[src/rtl/paddle_pos_ctrl.sv]
// paddle_pos_ctrl: frame-synchronous paddle position controller.
// Targets arrive over valid/ready and are clamped to the play field. The
// result is committed to x_loc/y_loc once per vertical-blank rise.
// Build option: define PADDLE_SLEW_EN to limit each per-frame move to
// +/-MAX_STEP per axis. Without it, the paddle jumps straight to the target.
module paddle_pos_ctrl #(
    parameter int FIELD_W  = 640,
    parameter int FIELD_H  = 480,
    parameter int PAD_W    = 102,
    parameter int PAD_H    = 76,
    parameter int MAX_STEP = 16,
    parameter int X_INIT   = 269,
    parameter int Y_INIT   = 202
) (
    input  logic        clk,
    input  logic        rst_n,
    input  logic        req_valid,
    output logic        req_ready,
    input  logic [15:0] req_x,
    input  logic [15:0] req_y,
    input  logic        vblank,
    output logic [15:0] x_loc,
    output logic [15:0] y_loc,
    output logic [15:0] vel_x,
    output logic [15:0] vel_y,
    output logic        frame_done
);

    localparam logic signed [15:0] X_MAX    = 16'(FIELD_W - PAD_W);
    localparam logic signed [15:0] Y_MAX    = 16'(FIELD_H - PAD_H);
    localparam logic signed [16:0] STEP_LIM = 17'(MAX_STEP);

    typedef enum logic [1:0] {IDLE, CLAMP, STEP, COMMIT} state_t;

    state_t             state, state_nxt;
    logic               vblank_q;
    logic               vb_rise;
    logic [15:0]        tgt_x, tgt_y;
    logic [15:0]        snap_x, snap_y;
    logic [15:0]        clmp_x, clmp_y;
    logic signed [16:0] d_x, d_y;

    // Pull a signed target back inside [0, max].
    function automatic logic [15:0] clamp_axis(input logic signed [15:0] v,
                                               input logic signed [15:0] max);
        if (v < 0)
            return 16'd0;
        else if (v > max)
            return max;
        else
            return v;
    endfunction

    // Signed distance to the clamped target, optionally slew-limited.
    // Both operands lie in 0..max, so the result always fits in 17 bits.
    function automatic logic signed [16:0] step_axis(input logic [15:0] tgt,
                                                     input logic [15:0] cur);
        logic signed [16:0] d;
        d = $signed({1'b0, tgt}) - $signed({1'b0, cur});
`ifdef PADDLE_SLEW_EN
        if (d > STEP_LIM)
            d = STEP_LIM;
        else if (d < -STEP_LIM)
            d = -STEP_LIM;
`endif
        return d;
    endfunction

    assign vb_rise = vblank && !vblank_q;

    // State register.
    always_ff @(posedge clk or negedge rst_n) begin
        if (!rst_n)
            state <= IDLE;
        else
            state <= state_nxt;
    end

    // Next state; only IDLE accepts targets or reacts to vblank.
    always_comb begin
        state_nxt = state;
        req_ready = 1'b0;
        case (state)
            IDLE: begin
                req_ready = 1'b1;
                if (vb_rise)
                    state_nxt = CLAMP;
            end
            CLAMP:   state_nxt = STEP;
            STEP:    state_nxt = COMMIT;
            COMMIT:  state_nxt = IDLE;
            default: state_nxt = IDLE;
        endcase
    end

    // Datapath: target capture, snapshot, clamp, step, commit.
    always_ff @(posedge clk or negedge rst_n) begin
        if (!rst_n) begin
            vblank_q   <= 1'b0;
            tgt_x      <= 16'(X_INIT);
            tgt_y      <= 16'(Y_INIT);
            snap_x     <= 16'(X_INIT);
            snap_y     <= 16'(Y_INIT);
            clmp_x     <= 16'(X_INIT);
            clmp_y     <= 16'(Y_INIT);
            d_x        <= '0;
            d_y        <= '0;
            x_loc      <= 16'(X_INIT);
            y_loc      <= 16'(Y_INIT);
            vel_x      <= '0;
            vel_y      <= '0;
            frame_done <= 1'b0;
        end else begin
            vblank_q   <= vblank;
            frame_done <= (state == COMMIT);
            case (state)
                IDLE: begin
                    if (req_valid) begin
                        tgt_x <= req_x;
                        tgt_y <= req_y;
                    end
                    // A same-edge request wins over the stored target.
                    if (vb_rise) begin
                        snap_x <= req_valid ? req_x : tgt_x;
                        snap_y <= req_valid ? req_y : tgt_y;
                    end
                end
                CLAMP: begin
                    clmp_x <= clamp_axis(snap_x, X_MAX);
                    clmp_y <= clamp_axis(snap_y, Y_MAX);
                end
                STEP: begin
                    d_x <= step_axis(clmp_x, x_loc);
                    d_y <= step_axis(clmp_y, y_loc);
                end
                COMMIT: begin
                    x_loc <= 16'($signed({1'b0, x_loc}) + d_x);
                    y_loc <= 16'($signed({1'b0, y_loc}) + d_y);
                    vel_x <= 16'(d_x);
                    vel_y <= 16'(d_y);
                end
                default: ;
            endcase
        end
    end

endmodule

[config.mk]
export PLATFORM = sky130hd
export DESIGN_NAME = paddle_pos_ctrl
export DESIGN_NICKNAME = d
export VERILOG_FILES = /design/src/rtl/paddle_pos_ctrl.sv
export SDC_FILE = /design/constraint.sdc
export NUM_CORES = 1
export LEC_CHECK = 0
export ABC_AREA = 0
export CAP_MARGIN = 20
export CORE_ASPECT_RATIO = 0.8
export CORE_MARGIN = 2
export CORE_UTILIZATION = 58
export CTS_CLUSTER_SIZE = 16
export DETAILED_ROUTE_END_ITERATION = 10
export GPL_TIMING_DRIVEN = 1
export PLACE_DENSITY_LB_ADDON = 0.05
export SLEW_MARGIN = 20
export SYNTH_ARGS = -nofsm -noshare
export SYNTH_HDL_FRONTEND = slang
export SYNTH_SLANG_ARGS = --single-unit
[constraint.sdc]
create_clock -name clk -period 3.55 [get_ports clk]
set_input_delay 1.065 -clock clk [delete_from_list [all_inputs] [get_ports clk]]
set_output_delay 1.065 -clock clk [all_outputs]
set_load 0.01 [all_outputs]
; Word-level counts from Yosys, hierarchy flattened
; Cells that the tools add are included.
[word_totals]
word_cells = 40
input_bits = 36
out_inout_bits = 66
regBits = 196
[classes]
n_mux = 9
n_reduce_logical = 4
add_sub_neg = 4
order_cmp = 4
n_eq_ne = 4
[op_table]
columns = operator, n
row1 = $mux W16, 6
row2 = $add A16 B16 Y16, 2
row3 = $lt A16 B1 Y1 const B, 2
row4 = $sub A16 B16 Y16, 2
row5 = $gt A16 B10 Y1 const B, 1
row6 = $gt A16 B11 Y1 const B, 1
row7 = $pmux W2 S4, 1
row8 = $eq A2 B2 Y1 const B, 2
row9 = $eq A2 B1 Y1 const B, 1
row10 = $logic_not A2 Y1, 1
row11 = $mux W2, 1
row12 = $ne A2 B2 Y1 const B, 1
row13 = $reduce_and A2 Y1, 1
row14 = $logic_and A1 B1 Y1, 1
row15 = $logic_not A1 Y1, 1
row16 = $mux W1, 1

; Longest topological paths before layout
[logic_depth]
word_depth = 4
ltp_mapped = 11
mapped_depth_nobuf = 11

; Worst setup path before layout
; Ideal clock, no wire load.
[synth_timing]
kind = register -> register
startpoint = register y_loc[0]
endpoint = register y_loc[14]
slack_ns = 0.850
setup_ns = 0.126
required_ns = 3.424
path_stages_with_launch = 11
n_path_buf = 0
arrival_ns = 2.574
period_less_slack_ns = 2.700
cell_sequence = dfrtp_1 ha_1 fa_1 a21o_1 a21oi_2 o21bai_1 a2111oi_2 o21bai_1 a21oi_2 nor2_1 a311o_1
[synth_between]
elab_chain_len = 1
[synth_lines]
columns = element, line_no
row1 = "start, declared", 23  ; output logic [15:0] y_loc,
row2 = "start signal, assigned", 109  ; y_loc <= 16'(Y_INIT);
row3 = "start signal, assigned", 138  ; y_loc <= 16'($signed({1'b0, y_loc}) + d_y);
row4 = $add A16 B16 Y16, 138
; No other way between the ends.
; A chain may end at the register's enable or synchronous reset.

; Worst setup path in the final report
[layout_timing]
startpoint = register d_x[0]
endpoint = register x_loc[14]
[layout_between]
elab_chain_len = 1
[layout_lines]
columns = element, line_no
row1 = "start, declared", 41  ; logic signed [16:0] d_x, d_y;
row2 = "start signal, assigned", 133  ; d_x <= step_axis(clmp_x, x_loc);
row3 = $add A16 B16 Y16, 137  ; x_loc <= 16'($signed({1'b0, x_loc}) + d_x);
row4 = "end signal, assigned", 108  ; x_loc <= 16'(X_INIT);
row5 = "end signal, assigned", 137
row6 = "end, declared", 22  ; output logic [15:0] x_loc,
; No other way between the ends.

==> results.txt <==
outcome: finished clean
Top Ports: 102
Routability Congestion: 0.870
crit path from: d_x[0]$_DFFE_PN0P_
critical path required time: 3.83 ns
final hold viol count: 0
first-pass GRT wire length: 34.4 mm
drt total wl: 20.3 mm
max_cap viols: 0
Die ar.: 18800 sq um
Slew Viols, Final: 0
GR Util All Layers: 22.7%
vias in the first global route: 6952
Clock transition at path regs: 0.07 ns
CTS hold repair buffers: 0
Filler cells: 1330
Tmin final: 2.99 ns
Leak Pwr: 5.45 nW
DP HPWL: 14.4 mm
final setup vio count: 0
commonest non-fill, non-tap cell in the layout: dfrtp_1
Avg Synthesized Cell Area: 10.6 sq um
clk buf depth: 2
Critical Path Fanout Max: 3
number of flops mapped to enable cells by yosys: 0
TritonCTS clock tree: built
Syn Std Cell Area: 10200 sq um
startpoint of the worst register-to-register path: d_x[0]$_DFFE_PN0P_
Synth Flop Type: dfrtp_1
Port Buffers: 101
critical path capture point: x_loc[14]$_DFFE_PN0P_
Startpoint Class: flip-flop
Slew HR: 55.5%
area delta synth->final: 18.4%
Total Neg Setup Slack: 0 ns
Async SR Flop Fraction: 100%
vias: 7143
DRC Markers: 0
CTS Root Cell: clkbuf_16
Tot Pwr: 12.7 mW
CP Class: reg2reg
FMAX: 334 MHz
reg2reg setup slack: 0.56 ns
commonest cells after routing, fill and taps aside: dfrtp_1, clkdlybuf4s50_1, nand2_1
Num CTS Buffers: 17
Final period util: 84.3%
H-tree depth: 4
initial antenna violation count: 0
Worst Hold Path Cells: 2
placed cells: 1266
cts repair resizes: 0
cell count after synthesis: 963
std cell rows: 43
Core ar.: 17300 sq um
Multi-input gate area: 5010 sq um
layout net count: 1164
CTS Sinks: 194
Via density: 5.50
clk_skew: 0.00999 ns
share of layout cells above drive strength 1: 16.6%
DRT iter0 DRCs: 368
Max VDD drop: 0.406 mV
Synth warnings: 0
Synthesized Nets: 1067
ANT cells: 0
Setup Buffers After CTS: 0
sequential share of the synthesized area: 47.8%
CP arrival: 3.28 ns
Non-Filler Instances: 1298
die span in x: 153 microns
later-pin clock latency in the skew report: 0.44 ns
Final Util: 70.0%
Tightest Pin Transition: 0.667 ns
starting density of the core: 59.2%
Yosys cell types: 63
pin count of the biggest net entering global routing: 86
RSZ-0062 raised after global routing: false
CP endpoint kind: flip-flop
PD cells: 1050 nW/um^2
Reg-to-Reg End: x_loc[14]$_DFFE_PN0P_
Min-Delay Path Class: reg2reg
Congestion Overflow GR: 0
Reg2Reg Depth: 10
Yosys reg bits: 194
Die H: 123 microns
Sequential Area: 4890 sq um
DRT Pass-1 Iters: 4
WL per Instance: 15.6 microns
ANT nets after route: 0
[metal layers]
metal | up-vias | part of all wire (%) | track usage (%)
met5 | - | 0 | 0
li1 | 3601 | - | -
met4 | 0 | 1.1 | 5.61
met3 | 17 | 4.3 | 5.12
met2 | 143 | 45 | 36.0
met1 | 3382 | 50 | 32.0
[how the worst min path moves through the flow]
stage / startpoint / slack, ns / end
5_1_grt: clmp_y[3]$_DFFE_PN1N_ / 0.50 / clmp_y[3]$_DFFE_PN1N_
3_3_place_gp: clmp_y[3]$_DFFE_PN1N_ / 0.46 / clmp_y[3]$_DFFE_PN1N_
4_1_cts: clmp_y[3]$_DFFE_PN1N_ / 0.48 / clmp_y[3]$_DFFE_PN1N_
2_1_floorplan: snap_x[4]$_DFFE_PN0P_ / 0.45 / snap_x[4]$_DFFE_PN0P_
3_5_place_dp: clmp_y[3]$_DFFE_PN1N_ / 0.47 / clmp_y[3]$_DFFE_PN1N_
6_report: clmp_y[3]$_DFFE_PN1N_ / 0.47 / clmp_y[3]$_DFFE_PN1N_
[final cells by class]
cell class / instances / share of cell area, %
inverter: 61 / 1.89
clock buffer: 18 / 3.54
clock inverter: 14 / 1.37
sequential: 194 / 40.3
multi-input combinational: 673 / 41.3
tap: 225 / 2.32
timing repair buffer: 113 / 9.27
[cell families after synthesis]
family,after synthesis,synth area share [%]
compound gates,225,13.5
fa+ha+maj,68,8.59
xor+xnor,43,3.67
mux,124,13.2
flops,194,47.8
simple gates,213,9.73
buf+inv,96,3.52
[cell usage after synthesis (7+ instances only)]
cell type / n / area [sq um]
a21o_1: 21 / 158
a21oi_1: 41 / 205
clkbuf_1: 24 / 90.1
buf_1: 11 / 41.3
o21bai_1: 7 / 52.6
nor2b_1: 19 / 119
xor2_1: 15 / 131
nand2_1: 96 / 360
o21ai_0: 86 / 430
nor2_1: 48 / 180
nand2b_1: 9 / 56.3
o21ai_1: 11 / 55.1
mux2_2: 85 / 957
mux2i_1: 38 / 380
xnor2_1: 28 / 245
dfstp_2: 32 / 841
o21a_1: 13 / 97.6
ha_1: 64 / 801
inv_1: 61 / 229
o31ai_1: 7 / 52.6
nor3_1: 8 / 40.0
dfrtp_1: 162 / 4050
[worst max-delay path, cell delays in order (launching register included)]
cell and delay [ns]:
dfrtp_1 0.41, ha_1 0.24, fa_1 0.43, a21oi_1 0.19, o21bai_1 0.15, a2111oi_0 0.45
a21oi_1 0.12, a311oi_1 0.47, a21oi_1 0.15, xnor2_1 0.15, a21oi_1 0.08
[power breakdown]
| group | switching, mW | internal [mW] |
|---|---|---|
| clock network | 0.919 | 1.01 |
| registers | 0.717 | 3.33 |
| logic | 3.41 | 3.34 |
| total | 5.04 | 7.68 |
[metrics by stage]
step	setup slack, ns	area, sq um	hold slack [ns]
finish	0.559	12100	0.473
global route	0.357	12100	0.499
CTS	0.585	12100	0.478
detailed placement	0.628	11500	0.469
global placement	0.672	11500	0.461
floorplan	0.850	10200	0.450
[flip-flops by register name (all words and copies together), names as in the netlist]
signal,cells
d_x,16
snap_y,16
d_y,16
y_loc,16
tgt_x,16
tgt_y,16
vel_x,16
clmp_x,15
vblank_q,1
snap_x,16
x_loc,16
clmp_y,15
vel_y,16
state,2
frame_done,1
(Power assumes the default switching activity.)
